$ cat src/rtl/btn_reg_pkg.sv
// Shared defaults and the history opcode for the button-driven undo register file.
package btn_reg_pkg;

    localparam int WIDTH_DEF     = 4;
    localparam int DEPTH_DEF     = 4;
    localparam int DB_CYCLES_DEF = 1_000_000;

    typedef enum logic [1:0] {
        NONE,
        LOAD,
        UNDO
    } hist_op_t;

endpackage

$ cat src/rtl/btn_debounce.sv
// Sync + debounce one active-low key, emit a single-cycle press pulse on the 1->0 edge.
// Latency: 2 sync + DB_CYCLES filter + 1 pulse register; no backpressure (free-running).
module btn_debounce
    import btn_reg_pkg::*;
#(
    parameter int DB_CYCLES = DB_CYCLES_DEF
) (
    input  logic clk,
    input  logic rst_n,
    input  logic noisy,
    output logic press
);

    localparam int CW = $clog2(DB_CYCLES + 1);
    localparam logic [CW-1:0] CNT_LAST = CW'(DB_CYCLES - 1);

    logic          sync1;
    logic          sync2;
    logic          level;
    logic          level_d;
    logic [CW-1:0] cnt;

    // Everything resets to "released" so reset release never looks like a press.
    always_ff @(posedge clk or negedge rst_n) begin
        if (!rst_n) begin
            sync1   <= 1'b1;
            sync2   <= 1'b1;
            level   <= 1'b1;
            level_d <= 1'b1;
            cnt     <= '0;
            press   <= 1'b0;
        end else begin
            sync1   <= noisy;
            sync2   <= sync1;
            level_d <= level;
            press   <= level_d & ~level;
            if (sync2 != level) begin
                if (cnt == CNT_LAST) begin
                    level <= sync2;
                    cnt   <= '0;
                end else begin
                    cnt <= cnt + 1'b1;
                end
            end else begin
                cnt <= '0;
            end
        end
    end

endmodule

$ cat src/rtl/btn_reg_file.sv
// Switch-loaded LED register with a circular LIFO undo history, driven by two debounced keys.
// Latency: led/hist_cnt update one cycle after a press pulse; no backpressure, load wins over undo.
module btn_reg_file
    import btn_reg_pkg::*;
#(
    parameter int WIDTH     = WIDTH_DEF,
    parameter int DEPTH     = DEPTH_DEF,
    parameter int DB_CYCLES = DB_CYCLES_DEF
) (
    input  logic                       CLK50M,
    input  logic                       RSTb,
    input  logic                       load_noisy,
    input  logic                       undo_noisy,
    input  logic [WIDTH-1:0]           binary,
    output logic [WIDTH-1:0]           led,
    output logic [$clog2(DEPTH+1)-1:0] hist_cnt,
    output logic                       full,
    output logic                       empty
);

    localparam int CW = $clog2(DEPTH + 1);
    localparam int PW = $clog2(DEPTH);
    localparam logic [CW-1:0] CNT_FULL = CW'(DEPTH);
    localparam logic [PW-1:0] PTR_LAST = PW'(DEPTH - 1);

    logic             load_press;
    logic             undo_press;
    hist_op_t         op;
    logic [PW-1:0]    wr_ptr;
    logic [PW-1:0]    rd_ptr;
    logic [PW-1:0]    wr_inc;
    logic [WIDTH-1:0] hist [DEPTH];

    btn_debounce #(.DB_CYCLES(DB_CYCLES)) u_load_db (
        .clk   (CLK50M),
        .rst_n (RSTb),
        .noisy (load_noisy),
        .press (load_press)
    );

    btn_debounce #(.DB_CYCLES(DB_CYCLES)) u_undo_db (
        .clk   (CLK50M),
        .rst_n (RSTb),
        .noisy (undo_noisy),
        .press (undo_press)
    );

    // A coincident undo is dropped, not queued.
    always_comb begin
        op = NONE;
        if (load_press)
            op = LOAD;
        else if (undo_press && !empty)
            op = UNDO;
        rd_ptr = (wr_ptr == '0) ? PTR_LAST : wr_ptr - 1'b1;
        wr_inc = (wr_ptr == PTR_LAST) ? '0 : wr_ptr + 1'b1;
    end

    always_ff @(posedge CLK50M or negedge RSTb) begin
        if (!RSTb) begin
            led      <= '0;
            hist_cnt <= '0;
            wr_ptr   <= '0;
        end else begin
            case (op)
                LOAD: begin
                    led    <= binary;
                    wr_ptr <= wr_inc;
                    if (hist_cnt != CNT_FULL)
                        hist_cnt <= hist_cnt + 1'b1;
                end
                UNDO: begin
                    led      <= hist[rd_ptr];
                    wr_ptr   <= rd_ptr;
                    hist_cnt <= hist_cnt - 1'b1;
                end
                default: ;
            endcase
        end
    end

    // Storage is unreachable while hist_cnt is zero, so it carries no reset.
    always_ff @(posedge CLK50M) begin
        if (op == LOAD)
            hist[wr_ptr] <= led;
    end

    assign full  = (hist_cnt == CNT_FULL);
    assign empty = (hist_cnt == '0);

endmodule

$ cat config.mk
export PLATFORM = sky130hd
export DESIGN_NAME = btn_reg_file
export DESIGN_NICKNAME = d
export VERILOG_FILES = /design/src/rtl/btn_reg_pkg.sv /design/src/rtl/btn_debounce.sv /design/src/rtl/btn_reg_file.sv
export SDC_FILE = /design/constraint.sdc
export NUM_CORES = 1
export LEC_CHECK = 0
export ABC_AREA = 0
export CAP_MARGIN = 40
export CORE_UTILIZATION = 60
export DETAILED_ROUTE_END_ITERATION = 8
export HOLD_SLACK_MARGIN = 0.12
export PLACE_DENSITY_LB_ADDON = 0.3
export SLEW_MARGIN = 20
export SYNTH_ARGS = -nofsm -noshare
export SYNTH_HDL_FRONTEND = slang
export SYNTH_SLANG_ARGS = --single-unit
$ cat constraint.sdc
create_clock -name CLK50M -period 2.8 [get_ports CLK50M]
set_input_delay 0.84 -clock CLK50M [delete_from_list [all_inputs] [get_ports CLK50M]]
set_output_delay 0.84 -clock CLK50M [all_outputs]
set_load 0.02 [all_outputs]
# Word-level counts from Yosys, hierarchy flattened
# Memories as Yosys holds them, arrays and structs flattened.
# Cells that the tools add are included.
# classes
addsub	6
n_mul	0
div	0
order_cmp	0
n_eq_ne	10
shift	0
muxes	14
bitwise_logic	4
n_reduce_logical	8
# ops
cell	n
2-to-1 mux 20 bit	4
adder 20 x 1 -> 20 bit (second input constant)	2
equality test 20 bit (second input constant)	2
2-to-1 mux 2 bit	4
case mux 4 bit (2 select lines)	1
case mux 3 bit (2 select lines)	1
AND reduction 2 bit	3
equality test 2 bit (second input constant)	2
case mux 2 bit (2 select lines)	1
adder 3 x 1 -> 3 bit (second input constant)	1
equality test 3 bit (second input constant)	1
zero test 3 bit	1
2-to-1 mux 3 bit	1
inequality test 3 bit (second input constant)	1
subtractor 3 x 1 -> 3 bit (second input constant)	1
adder 2 x 1 -> 2 bit (second input constant)	1
AND 1 bit	2
equality test 2 x 1 -> 1 bit (second input constant)	1
zero test 2 bit	1
2-to-1 mux 1 bit	2
inequality test 1 bit	2
inequality test 2 bit (second input constant)	1
inverter 1 bit	2
nonzero test 2 bit	1
3 further kinds	3
# totals
reg_bits	59
latch_bits	0
ramBits	16
romBits	0
inputBits	8
output_inout_bits	9
memories	1
# mem_list
name	depth	word_bits	read_ports	rd_ports_with_merged_regs	wr	line	text
hist	4	4	1	0	1	btn_reg_file.sv:32	logic [WIDTH-1:0] hist [DEPTH];

# Longest topological paths before layout
# logic_depth
ltp_word	8
depth_mapped	8

# Modules after synthesis
# From an unflattened synthesis, not the netlist that was laid out.
# unflattened
hier_cells	308
hier_area_um2	3523.4
# by_module_without_submodules
mod	n_inst	cells_each	area_each_um2	seq_area_each_um2
btn_debounce (u_undo_db)	1	109	1176.1	630.6
btn_reg_file	1	88	1176.1	705.7
btn_debounce (u_load_db)	1	111	1171.1	630.6

# Least setup slack after synthesis
# Ideal clock, no wire load.
# synth_timing
path_kind	flip-flop to flip-flop
startpoint	register hist_cnt[2]
endpoint	register hist_cnt[2]
setup_ns	0.094
arrival_time_ns	2.220
required_time_ns	2.706
path_slack_ns	0.486
stages_incl_launch_ff	9
n_path_buf	1
period_less_slack_ns	2.314
path_cell_list	dfrtp_1 clkbuf_1 o31ai_1 nor2_1 xor2_1 ha_1 nor4b_1 a221oi_1 a211oi_1
# synth_between
elab_chain_cells	8
word_cells_on_any_way	15
classes_between	add/sub: 2; eq/ne: 4; mux: 4; reduce/logical: 5
# synth_rtl
element	line	text
from (decl)	btn_reg_file.sv:16	output logic [$clog2(DEPTH+1)-1:0] hist_cnt,
from (signal assigned)	btn_reg_file.sv:70	hist_cnt <= hist_cnt + 1'b1;
from (signal assigned)	btn_reg_file.sv:75	hist_cnt <= hist_cnt - 1'b1;
zero test 3 bit	btn_reg_file.sv:89	assign empty = (hist_cnt == '0);
zero test 1 bit	btn_reg_file.sv:53	else if (undo_press && !empty)
logical AND 1 bit	btn_reg_file.sv:53	
2-to-1 mux 2 bit	btn_reg_file.sv:53	
2-to-1 mux 2 bit	btn_reg_file.sv:51	if (load_press)
equality test 2 x 1 -> 1 bit or equality test 2 bit (tied branches)	btn_reg_file.sv:65	case (op)
inequality test 2 bit (no line) or nonzero test 2 bit (tied branches)	-	
AND reduction 2 bit (no line)	-	
# Several ways; a longest one is shown, not always the timed one. The select of a mux whose other input is x is not followed.
# A chain may end at the register's enable or synchronous reset.

# Worst setup path after layout
# layout_timing
startpoint	register hist_cnt[2]
endpoint	output port empty
# layout_between
elab_chain_cells	1
# layout_rtl
element	line	text
zero test 3 bit	btn_reg_file.sv:89	
to (decl)	btn_reg_file.sv:18	output logic empty
# No other way between the ends.

==> key figures <==
Worst setup path
  • Startpoint Class: flip-flop
  • Crit-path max FO: 10
  • CP Capture Type: primary output
  • Setup CP Type: reg2out
  • Reg2Reg Depth: 8
  • CP arrival: 1750 ps
  • WP data required: a little under 2000 ps

Placement
  • Port bufs: 16
  • DP Worst Slack: between 500 and 600 ps
  • Post-DP HPWL: between 4 and 5 mm
  • Post-DP Area: ~3800 µm²
  • Placed Instances: ~400
  • Placer congestion estimate: ~0.89

Pwr
  • Pwr Total: 2.09 mW
  • Leak pwr: 1.57 nW
  • Power Density: ~530 nW/µm²
  • Max VDD drop: approximately 0.00044 V

Worst hold path
  • Worst Hold Path Cells: 0
  • Hold Crit Class: reg2reg

Die
  • Effective utilization at floorplan: 0.630
  • Die Wd: roughly 80 µm
  • Core Box Area: roughly 5600 µm²
  • Die area: approximately 6200 µm²
  • Row Count: 27
  • Top Ports: 17
  • Chip height: 78.5 µm

GRT
  • Largest net degree at the start of global routing: 31
  • Gr ovfl total: 0
  • Initial antenna violation count: 0
  • Global-route usage over all layers: 0.235
  • Vias in the first global route: around 2400
  • First-pass GRT wire length: approximately 11 mm

Timing
  • Final setup vio count: 0
  • RSZ-0062 raised after global routing: false
  • Max Slew Vio Count: 0
  • Peak Freq: about 390 MHz
  • Hold slack: approximately 360 ps
  • Final hold violations: 0
  • Layout Skew: about 6.1 ps
  • Final period utilization: 0.927
  • Final worst slack: roughly 210 ps
  • Setup TNS Final: 0 ps
  • Worst slew margin: 0.591
  • Worst Max-Slew Pin Slew: between 600 and 700 ps
  • Tmin final: 2590 ps

Synth
  • Syn nets: 334
  • Yosys Warn Count: 0
  • Cell count after synthesis: 319
  • Syn Std Cell Area: between 3000 and 4000 µm²
  • Top_reg_cell synth: dfrtp_1
  • Sequential area share after synthesis: 0.560
  • EDFF count, synth: 16
  • Post-synth ARST share: 0.787
  • Synth cell types: 39
  • Top post-synthesis cells by area: dfrtp_1 (36%), edfxtp_1 (14%), dfstp_2 (6.0%)
  • Synth top area share: 0.363
  • Area leader, netlist: dfrtp_1
  • Number of synthesized register bits: 75
  • Avg Inst Size Synth: 11.0 µm²

Final layout
  • Multi-input logic area: between 1000 and 1500 µm²
  • # nets final: around 360
  • Final instance area: between 3000 and 4000 µm²
  • Final std cells w/o fill: ~420
  • Diode count: 0
  • Share of layout cells above drive strength 1: 0.122
  • Register area: approximately 2000 µm²
  • Synth-to-layout area growth: 13.2%
  • Utilization after layout: 0.714
  • Filler cells: roughly 400

Clock network
  • Skew-Pair Late Insertion Delay: between 300 and 400 ps
  • Post_cts resized: 0
  • Post-CTS Setup Bufs: 0
  • TritonCTS clock tree: done
  • Num Clock Sinks: 75
  • Hold_buf cts: 0
  • H-tree depth: 3
  • Root Driver: clkbuf_8
  • CTS max path bufs: 2
  • Clock-pin slew on the worst setup and hold paths: about 80 ps
  • CTS Buf Count: 9

Job
  • Max-cap violations: 0

Drt
  • Initial drt markers: about 260
  • Drt wl/cell: about 15 µm
  • DR DRC count: 0
  • DR vias/cell: between 5 and 6
  • Vias: 2446
  • Routed Antenna Nets: 0
  • DRT Wirelength: ~6.3 mm
  • TritonRoute pass-1 iters: 4

Outcome
  • Status: completed
-- Yosys cell counts (all sizes together), types with 8 or more instances --
library cell  count
a21oi            22
o31ai            10
dfstp             8
inv               9
clkbuf            8
edfxtp           16
dfrtp            51
xnor2            14
nand3            16
nor2b             8
nand4            11
xor2             15
or4               9
nor3              9
nor2             40
nand2            16
-- path summary, 6_finish.rpt --
path                                       from         endpoint  slack, ps
worst min-delay path            u_undo_db.sync1  u_undo_db.sync2        360
min in group asynchronous                  RSTb           led[3]        500
max in group asynchronous                  RSTb  u_load_db.sync1       1970
worst max register to register      hist_cnt[2]      hist_cnt[2]        540
worst max-delay path                hist_cnt[2]            empty        210
worst min register to register  u_undo_db.sync1  u_undo_db.sync2        360
-- worst max-delay path, cell delays in order, from the launching register on --
cell	delay, ps
dfrtp_1	480
nor3_1	290
clkdlybuf4s50_1	650
-- layout by cell type, fill, tap and decap left out, types with 3 or more instances in the layout --
master | Yosys | routed
or4_1 | 9 | 9
inv_1 | 9 | 9
mux4_2 | 4 | 4
or3_1 | 3 | 3
xor2_1 | 15 | 15
o21ai_0 | 6 | 6
nor4_1 | 5 | 5
clkdlybuf4s50_1 | 0 | 15
a21oi_1 | 22 | 22
nor3_1 | 9 | 9
nand4_1 | 10 | 10
nor2_1 | 40 | 40
nand2_1 | 16 | 16
ha_1 | 7 | 7
dfstp_2 | 8 | 8
clkbuf_8 | 0 | 9
xnor2_1 | 14 | 14
edfxtp_1 | 16 | 16
nand3_1 | 16 | 16
and4_1 | 3 | 3
dfrtp_1 | 51 | 51
o31ai_1 | 10 | 9
nor2b_1 | 8 | 8
buf_4 | 0 | 7
and2_1 | 5 | 5
-- power by group --
part	total [mW]	internal, mW	switching (mW)	leakage [nW]
sequential	1.13	1.12	0.0107	0.960
clock	0.906	0.504	0.403	0.106
combinational	0.0548	0.0204	0.0344	0.501
total	2.09	1.65	0.448	1.57
-- registers in the layout, summed over array words and instances (netlist names), 2 cells and up --
signal	count
led	4
u_undo_db.cnt	20
hist_cnt	3
wr_ptr	2
hist	16
u_load_db.cnt	20
-- logic make-up (layout without fill, tap and decap cells) --
family / Yosys count / count (layout) / share of synthesized area
mux: 6 / 6 / 0.0321
xor+xnor: 29 / 29 / 0.0723
simple gates: 137 / 137 / 0.213
flops: 75 / 75 / 0.560
compound gates: 43 / 43 / 0.0727
buf+inv: 22 / 48 / 0.0253
fa+ha+maj: 7 / 7 / 0.0249
-- routing by layer --
layer	vias to the layer above	global-route usage	wire [µm]
met5	-	0	0
met4	0	0.0963	83
met3	10	0.0384	235
met2	59	0.368	3010
met1	1186	0.328	2980
li1	1191	-	-
-- final cells by class --
class | instances | area share
clock buffers | 10 | 0.0321
clock inverters | 6 | 0.0226
inverters | 9 | 0.00849
multi-input cells | 222 | 0.368
flip-flops and latches | 75 | 0.494
well taps | 72 | 0.0226
repair buffers | 23 | 0.0522
(Power assumes the default switching activity.)
